$ cat src/rtl/fetch_unit_pkg.sv
// fetch_unit_pkg: shared types and constants for the instruction-fetch stage.
// Rev 1.0
`default_nettype none

package fetch_unit_pkg;

  typedef enum logic [1:0] {
    S_FETCH   = 2'd0,
    S_MISS    = 2'd1,
    S_DISCARD = 2'd2,
    S_HALTED  = 2'd3
  } fetch_state_t;

  localparam logic [15:0] NOP_INSTR_DEF = 16'h0800;
  localparam logic [15:0] RESET_PC_DEF  = 16'h0000;
  localparam logic [4:0]  HALT_OPCODE   = 5'b00000;

  function automatic logic is_halt(input logic [15:0] instr);
    return instr[15:11] == HALT_OPCODE;
  endfunction

endpackage

`default_nettype wire

$ cat src/rtl/fetch_skid_buf.sv
// fetch_skid_buf: one-entry instruction/PC holding buffer used while the PC is stalled.
// Rev 1.0
`default_nettype none

module fetch_skid_buf (
  input  logic        clk,
  input  logic        rst,
  input  logic        load,
  input  logic        clear,
  input  logic [15:0] instr_d,
  input  logic [15:0] pc_d,
  output logic        full,
  output logic [15:0] instr_q,
  output logic [15:0] pc_q
);

  always_ff @(posedge clk or negedge rst) begin
    if (!rst) begin
      full    <= 1'b0;
      instr_q <= 16'h0000;
      pc_q    <= 16'h0000;
    end else if (clear) begin
      full    <= 1'b0;
    end else if (load) begin
      full    <= 1'b1;
      instr_q <= instr_d;
      pc_q    <= pc_d;
    end
  end

endmodule

`default_nettype wire

$ cat src/rtl/fetch_unit.sv
// fetch_unit: PC owner and instruction-fetch stage feeding IF/ID (redirect, stall, miss, halt).
// Optional FETCH_BUF_EN: holds a completed fetch during PC_stall instead of re-reading. Rev 1.0
`default_nettype none

module fetch_unit
  import fetch_unit_pkg::*;
#(
  parameter logic [15:0] RESET_PC  = RESET_PC_DEF,
  parameter logic [15:0] NOP_INSTR = NOP_INSTR_DEF
) (
  input  logic        clk,
  input  logic        rst,
  input  logic        PC_stall,
  input  logic        redirect,
  input  logic [15:0] redirect_PC,
  output logic [15:0] imem_addr,
  output logic        imem_rd,
  input  logic [15:0] imem_data,
  input  logic        imem_stall,
  input  logic        imem_done,
  output logic [15:0] IF_instr,
  output logic [15:0] IF_PC_2,
  output logic        IF_HALT,
  output logic        IF_valid
);

  fetch_state_t state, state_nxt;
  logic [15:0]  pc, pc_nxt, pc_plus2;
  logic         buf_full, buf_load, buf_clear;
  logic [15:0]  buf_instr, buf_pc;

  assign pc_plus2 = pc + 16'd2;

`ifdef FETCH_BUF_EN
  fetch_skid_buf u_skid (
    .clk     (clk),
    .rst     (rst),
    .load    (buf_load),
    .clear   (buf_clear),
    .instr_d (imem_data),
    .pc_d    (pc),
    .full    (buf_full),
    .instr_q (buf_instr),
    .pc_q    (buf_pc)
  );
`else
  logic buf_unused;
  assign buf_full   = 1'b0;
  assign buf_instr  = NOP_INSTR;
  assign buf_pc     = pc;
  assign buf_unused = buf_load | buf_clear;
`endif

  always_ff @(posedge clk or negedge rst) begin
    if (!rst) begin
      state <= S_FETCH;
      pc    <= RESET_PC;
    end else begin
      state <= state_nxt;
      pc    <= pc_nxt;
    end
  end

  // Outputs stay at their idle defaults while reset is held.
  always_comb begin
    state_nxt = state;
    pc_nxt    = pc;
    imem_rd   = 1'b0;
    imem_addr = pc;
    IF_valid  = 1'b0;
    IF_instr  = NOP_INSTR;
    IF_PC_2   = pc_plus2;
    buf_load  = 1'b0;
    buf_clear = 1'b0;
    if (rst) begin
      case (state)
        S_FETCH, S_MISS: begin
          if (buf_full) begin
            IF_valid = 1'b1;
            IF_instr = buf_instr;
            IF_PC_2  = buf_pc + 16'd2;
            if (redirect) begin
              IF_valid  = 1'b0;
              IF_instr  = NOP_INSTR;
              buf_clear = 1'b1;
              pc_nxt    = redirect_PC;
              state_nxt = S_FETCH;
            end else if (!PC_stall) begin
              buf_clear = 1'b1;
              pc_nxt    = pc_plus2;
              state_nxt = is_halt(buf_instr) ? S_HALTED : S_FETCH;
            end
          end else begin
            imem_rd = 1'b1;
            if (redirect) begin
              // Data completing alongside the redirect is dropped; only an
              // access still in flight needs waiting out.
              pc_nxt    = redirect_PC;
              state_nxt = (state == S_MISS && !imem_done) ? S_DISCARD : S_FETCH;
            end else if (imem_done) begin
              IF_valid  = 1'b1;
              IF_instr  = imem_data;
              state_nxt = S_FETCH;
              if (PC_stall) begin
                buf_load = 1'b1;
              end else begin
                pc_nxt = pc_plus2;
                if (is_halt(imem_data)) state_nxt = S_HALTED;
              end
            end else if (imem_stall) begin
              state_nxt = S_MISS;
            end
          end
        end
        S_DISCARD: begin
          if (redirect) pc_nxt = redirect_PC;
          if (imem_done) state_nxt = S_FETCH;
        end
        S_HALTED: begin
          if (redirect) begin
            pc_nxt    = redirect_PC;
            state_nxt = S_FETCH;
          end
        end
        default: state_nxt = S_FETCH;
      endcase
    end
  end

  assign IF_HALT = IF_valid && is_halt(IF_instr);

endmodule

`default_nettype wire

$ cat config.mk
export PLATFORM = sky130hd
export DESIGN_NAME = fetch_unit
export DESIGN_NICKNAME = d
export VERILOG_FILES = /design/src/rtl/fetch_unit_pkg.sv /design/src/rtl/fetch_skid_buf.sv /design/src/rtl/fetch_unit.sv
export SDC_FILE = /design/constraint.sdc
export NUM_CORES = 1
export LEC_CHECK = 0
export ABC_AREA = 1
export CORE_ASPECT_RATIO = 0.9
export CORE_UTILIZATION = 38
export CTS_CLUSTER_SIZE = 14
export DETAILED_ROUTE_END_ITERATION = 16
export PLACE_DENSITY = 0.85
export SLEW_MARGIN = 20
export SYNTH_ARGS = -nofsm -noshare
export SYNTH_HDL_FRONTEND = slang
export SYNTH_SLANG_ARGS = --single-unit
export TNS_END_PERCENT = 5
$ cat constraint.sdc
create_clock -name clk -period 1.65 [get_ports clk]
set_input_delay 0.165 -clock clk [delete_from_list [all_inputs] [get_ports clk]]
set_output_delay 0.165 -clock clk [all_outputs]
set_load 0.01 [all_outputs]
-- Word-level counts from Yosys, hierarchy flattened
Cells that the tools add are included.
W data, S select, Z words.
- add/subtract/negate cells: 1
- eq/ne operators: 9
- muxes and demuxes: 24
- reduce and logical (&&, ||, !) cells: 10
- operators with widths (kind ; count):
    $mux W16 ; 8
    $pmux W16 S2 ; 1
    $add A16 B2 Y16 const B ; 1
    $mux W2 ; 8
    $logic_not A5 Y1 ; 2
    $reduce_and A4 Y1 ; 2
    $mux W1 ; 6
    $ne A3 B3 Y1 const B ; 2
    $pmux W2 S3 ; 1
    $eq A2 B2 Y1 const B ; 2
    $ne A2 B2 Y1 const B ; 2
    $ne A4 B4 Y1 const B ; 1
    $reduce_or A2 Y1 ; 2
    $eq A2 B1 Y1 const B ; 1
    $logic_and A1 B1 Y1 ; 2
    $logic_not A2 Y1 ; 1
    $ne A2 B1 Y1 const B ; 1
    $logic_not A1 Y1 ; 1
- bits in registers: 18
- bits of input ports: 38
- logic and storage cells: 46

-- Depth between registers and ports, before layout
- depth in word-level cells: 6
- gate-level depth with buffers: 9

-- Worst setup path after synthesis
OpenSTA, ideal clock, no wires.
- kind: register to register
- from: register pc[2] (netlist: imem_addr[2])
- to: register pc[9] (netlist: imem_addr[9])
- arrival: 1.293 ns
- setup slack: 0.240 ns
- cell stages (with the launch flop): 9
- path buffers: 0
- clock period less this slack: 1.410 ns
- path through: dfrtp_1 ha_1 nand2_1 nor2_1 nand2_1 xor2_1 nand2_1 nand2_1 nand2_1
- word-level cells in the longest chain between the ends: 5
- RTL lines (item ; line ; text):
    start: declaration ; fetch_unit.sv:28 ; logic [15:0] pc, pc_nxt, pc_plus2;
    start signal: assignment ; fetch_unit.sv:60 ; pc <= pc_nxt;
    $add A16 B2 Y16 ; n/a ;
    $mux W16 ; fetch_unit.sv:104 ; if (PC_stall) begin
    $mux W16 ; fetch_unit.sv:100 ; end else if (imem_done) begin
    $mux W16 ; fetch_unit.sv:95 ; if (redirect) begin
    $pmux W16 S2 ; fetch_unit.sv:76 ; case (state)
Every way passes these cells. The select of a mux whose other input is x is not followed.
A chain may end at the register's enable or synchronous reset.

-- Worst setup path after layout
- from: register pc[2] (netlist: imem_addr[2])
- to: output IF_PC_2[11]
- word-level cells in the longest chain between the ends: 1
- RTL lines (item ; line ; text):
    $add A16 B2 Y16 ; n/a ;
    end: declaration ; fetch_unit.sv:22 ; output logic [15:0] IF_PC_2,
Every way passes these cells.

==> run_results.csv <==
group,metric,value,unit
outcome,outcome,"finished, violations left",
outcome,failed_checks,"setup timing",
worst_setup_path,critPathCaptureType,"output pin",
finish,multi_input_area,961,µm²
finish,seqCellArea,453,µm²
die,die_w,67.6,µm
routing,via_count,2182,
worst_setup_path,cp_cell_sequence,"ha_4 -> nand2_4 -> nor2_4 -> buf_6 -> nand4_1 -> nand2_1 -> buf_2",
place,numPlacedInstances,417,
global_route,overflow,0,
die,fp-row-count,21,
timing,timing.final.ws_setup,-0.128,ns
timing,slew_headroom,0.819,
finish,final_cell_area,0.00289,mm²
power_and_ir_drop,p_per_area,861,mW/mm²
finish,antennaDiodeCount,0,
routing,routedWlPerCell,14.7,µm
routing,drc_errors,0,
yosys,ys_ff_latch,18,
routing,via_per_inst,5.06,
yosys,synth_edf_count,0,
timing,fmax,562,MHz
yosys,synthFlopType,"dfrtp_1",
place,numPortBuffers,88,
global_route,grt_pass1_vias,1974,
place,place.gp.congestion,0.813,
clock_tree,clock_latency,0.26,ns
yosys,synthArstFlopShare,1.00,
clock_tree,h-tree-depth,1,
clock_tree,cts.path.max_buffers,2,
yosys,synthDistinctLibCells,26,
timing,worst_slew_pin_slew,0.271,ns
global_route,grt.total_usage,0.300,
clock_tree,path_clk_slew,0.08,ns
timing,rsz0062_at_grt,"yes",
place,dp_hpwl,4.09,mm
die,coreArea,0.00370,mm²
worst_setup_path,critPathSlowestCell,"dfrtp_1",
timing,hold_viol_final,0,
worst_setup_path,critPathKind,"flip-flop to output pin",
routing,first_iter_violations,207,
worst_setup_path,crit_required,1.48,ns
die,die_area,0.00412,mm²
timing,setup_viol,8,
clock_tree,cts_buffers,3,
timing,post-route-min-period,1.78,ns
global_route,antenna_found_initial,0,
power_and_ir_drop,peakVddDrop,0.963,mV
yosys,synth_top_area_frac,0.306,
clock_tree,cts_sinks,18,
routing,wirelength,6.32,mm
die,io_pins,89,
finish,area_delta_synth_final,96.4,%
global_route,grt_max_degree,21,
flow_run,drv_cap,0,
yosys,synthesis.nets,282,
finish,fin_nets,425,
worst_hold_path,hp-class,"input port to async pin",
yosys,synth_area_leader_cell,"dfrtp_1",
clock_tree,cts.root.buffer_cell,"clkbuf_8",
yosys,ys_seq_area_frac,0.306,
timing,hold_slack,0.0608,ns
yosys,ys_warn_count,0,
place,dpl-instance-area,0.00275,mm²
yosys,syn_inst,243,
worst_setup_path,cp-start-kind,"flip-flop",
worst_setup_path,critPathMaxStageDelay,0.44,ns
power_and_ir_drop,p_total,2490,µW
finish,drive_gt1_frac,0.314,
routing,first_pass_iters,4,
worst_setup_path,path_max_fanout,3,
yosys,syn_area_per_cell,6.05,µm²
yosys,netlist_top_cells_area,"dfrtp_1 31%, nand2_1 20%, nor2_1 14%",
clock_tree,hold_buffers,0,
power_and_ir_drop,p_leak,0.00157,µW
timing,min_period_over_period,1.08,
die,die_h,61.0,µm
routing,drtAntennaViolNets,0,
clock_tree,tritoncts,"done",
timing,finalMaxSlewViolations,0,
worst_setup_path,arrival,1.61,ns
global_route,grt_pass1_wl,9.18,mm
yosys,syn_area,0.00147,mm²
finish,final_util,0.779,
timing,fin_skew,0.00680,ns
die,start_util,0.397,
finish,fill_cells,249,
finish,finalNonFillerCells,431,
state kept, by name, indices dropped and copies added, names as in the netlist:
| name | cells |
|---|---|
| state | 2 |
| imem_addr | 16 |
cells in the mapped netlist (2+ instances only):
library cell  instances
nand2_1              77
nor2_1               53
inv_1                35
dfrtp_1              18
nand3_1              14
nand4_1               7
a21oi_1               4
buf_2                 4
inv_2                 4
xor2_1                4
o21ai_0               3
xnor2_1               3
nand2_4               2
nor2_2                2
o21bai_2              2
final timing paths:
kind / cells after the start / slack, ns / end / start
setup / recovery: 7 / -0.13 / IF_PC_2[11] / imem_addr[2]$_DFFE_PN0P_
hold / removal: 2 / 0.06 / imem_addr[13]$_DFFE_PN0P_ / rst
min in group clk: 2 / 0.52 / imem_addr[0]$_DFFE_PN0P_ / redirect_PC[0]
setup reg to reg: 10 / 0 / imem_addr[9]$_DFFE_PN0P_ / imem_addr[2]$_DFFE_PN0P_
hold reg to reg: 2 / 0.54 / imem_addr[15]$_DFFE_PN0P_ / imem_addr[15]$_DFFE_PN0P_
max in group asynchronous: 2 / 1.34 / imem_addr[3]$_DFFE_PN0P_ / rst
kinds of logic after synthesis:
family | count (synthesis) | share of synthesized area
simple gates | 157 | 0.444
compound gates | 14 | 0.0655
fa+ha+maj | 1 | 0.00851
buf+inv | 45 | 0.126
flops | 18 | 0.306
mux | 1 | 0.00766
xor+xnor | 7 | 0.0417
through the flow:
step / worst slack, ns / setup TNS [ns]
4_1_cts: -0.160 / -1.24
3_5_place_dp: -0.340 / -8.36
3_3_place_gp: -0.324 / -7.09
2_1_floorplan: 0.240 / 0
5_1_grt: -0.179 / -1.59
6_report: -0.128 / -0.689
layer usage:
metal	routed length, µm	part of all wire	global-route usage	vias to the layer above
met3	389	0.062	0.0426	24
met1	2420	0.38	0.365	1025
met5	0	0	0	-
met4	232	0.037	0.116	0
li1	-	-	-	1022
met2	3280	0.52	0.537	111
what timing repair did:
item | in CTS | in global routing
buffers inserted | 6 | 2
resized for setup | 79 | 56
hold endpoints to repair | 0 | 0
cloned | 2 | 0
setup endpoints to repair | 33 | 30
pin swaps | 5 | 12
final cells by class:
class / instances / share of cell area
inverters: 39 / 0.0507
repair inverters: 2 / 0.00520
well taps: 46 / 0.0199
repair buffers: 142 / 0.416
multi-input cells: 180 / 0.333
flip-flops and latches: 18 / 0.157
clock buffers: 4 / 0.0191
layout by cell type, fill, tap and decap left out, drive strengths merged, types with 2 or more instances in the layout:
cell / n
o21bai: 2
clkinvlp: 2
clkbuf: 17
dfrtp: 18
nor2: 55
xnor2: 3
inv: 39
dlygate4sd2: 10
o21ai: 4
nand2: 79
xor2: 4
nand4: 7
clkdlybuf4s50: 51
nand3: 14
buf: 66
a21oi: 4
critical path, delay by kind of cell (launching register included):
kind | cells | cell delay, ns
flops | 1 | 0.44
buf+inv | 2 | 0.26
simple gates | 4 | 0.45
fa+ha+maj | 1 | 0.21
where the power goes:
part,total (µW),switching [µW],internal [µW]
registers,659,121,538
clock network,376,163,212
logic,1450,698,752
(Power assumes the default switching activity.)
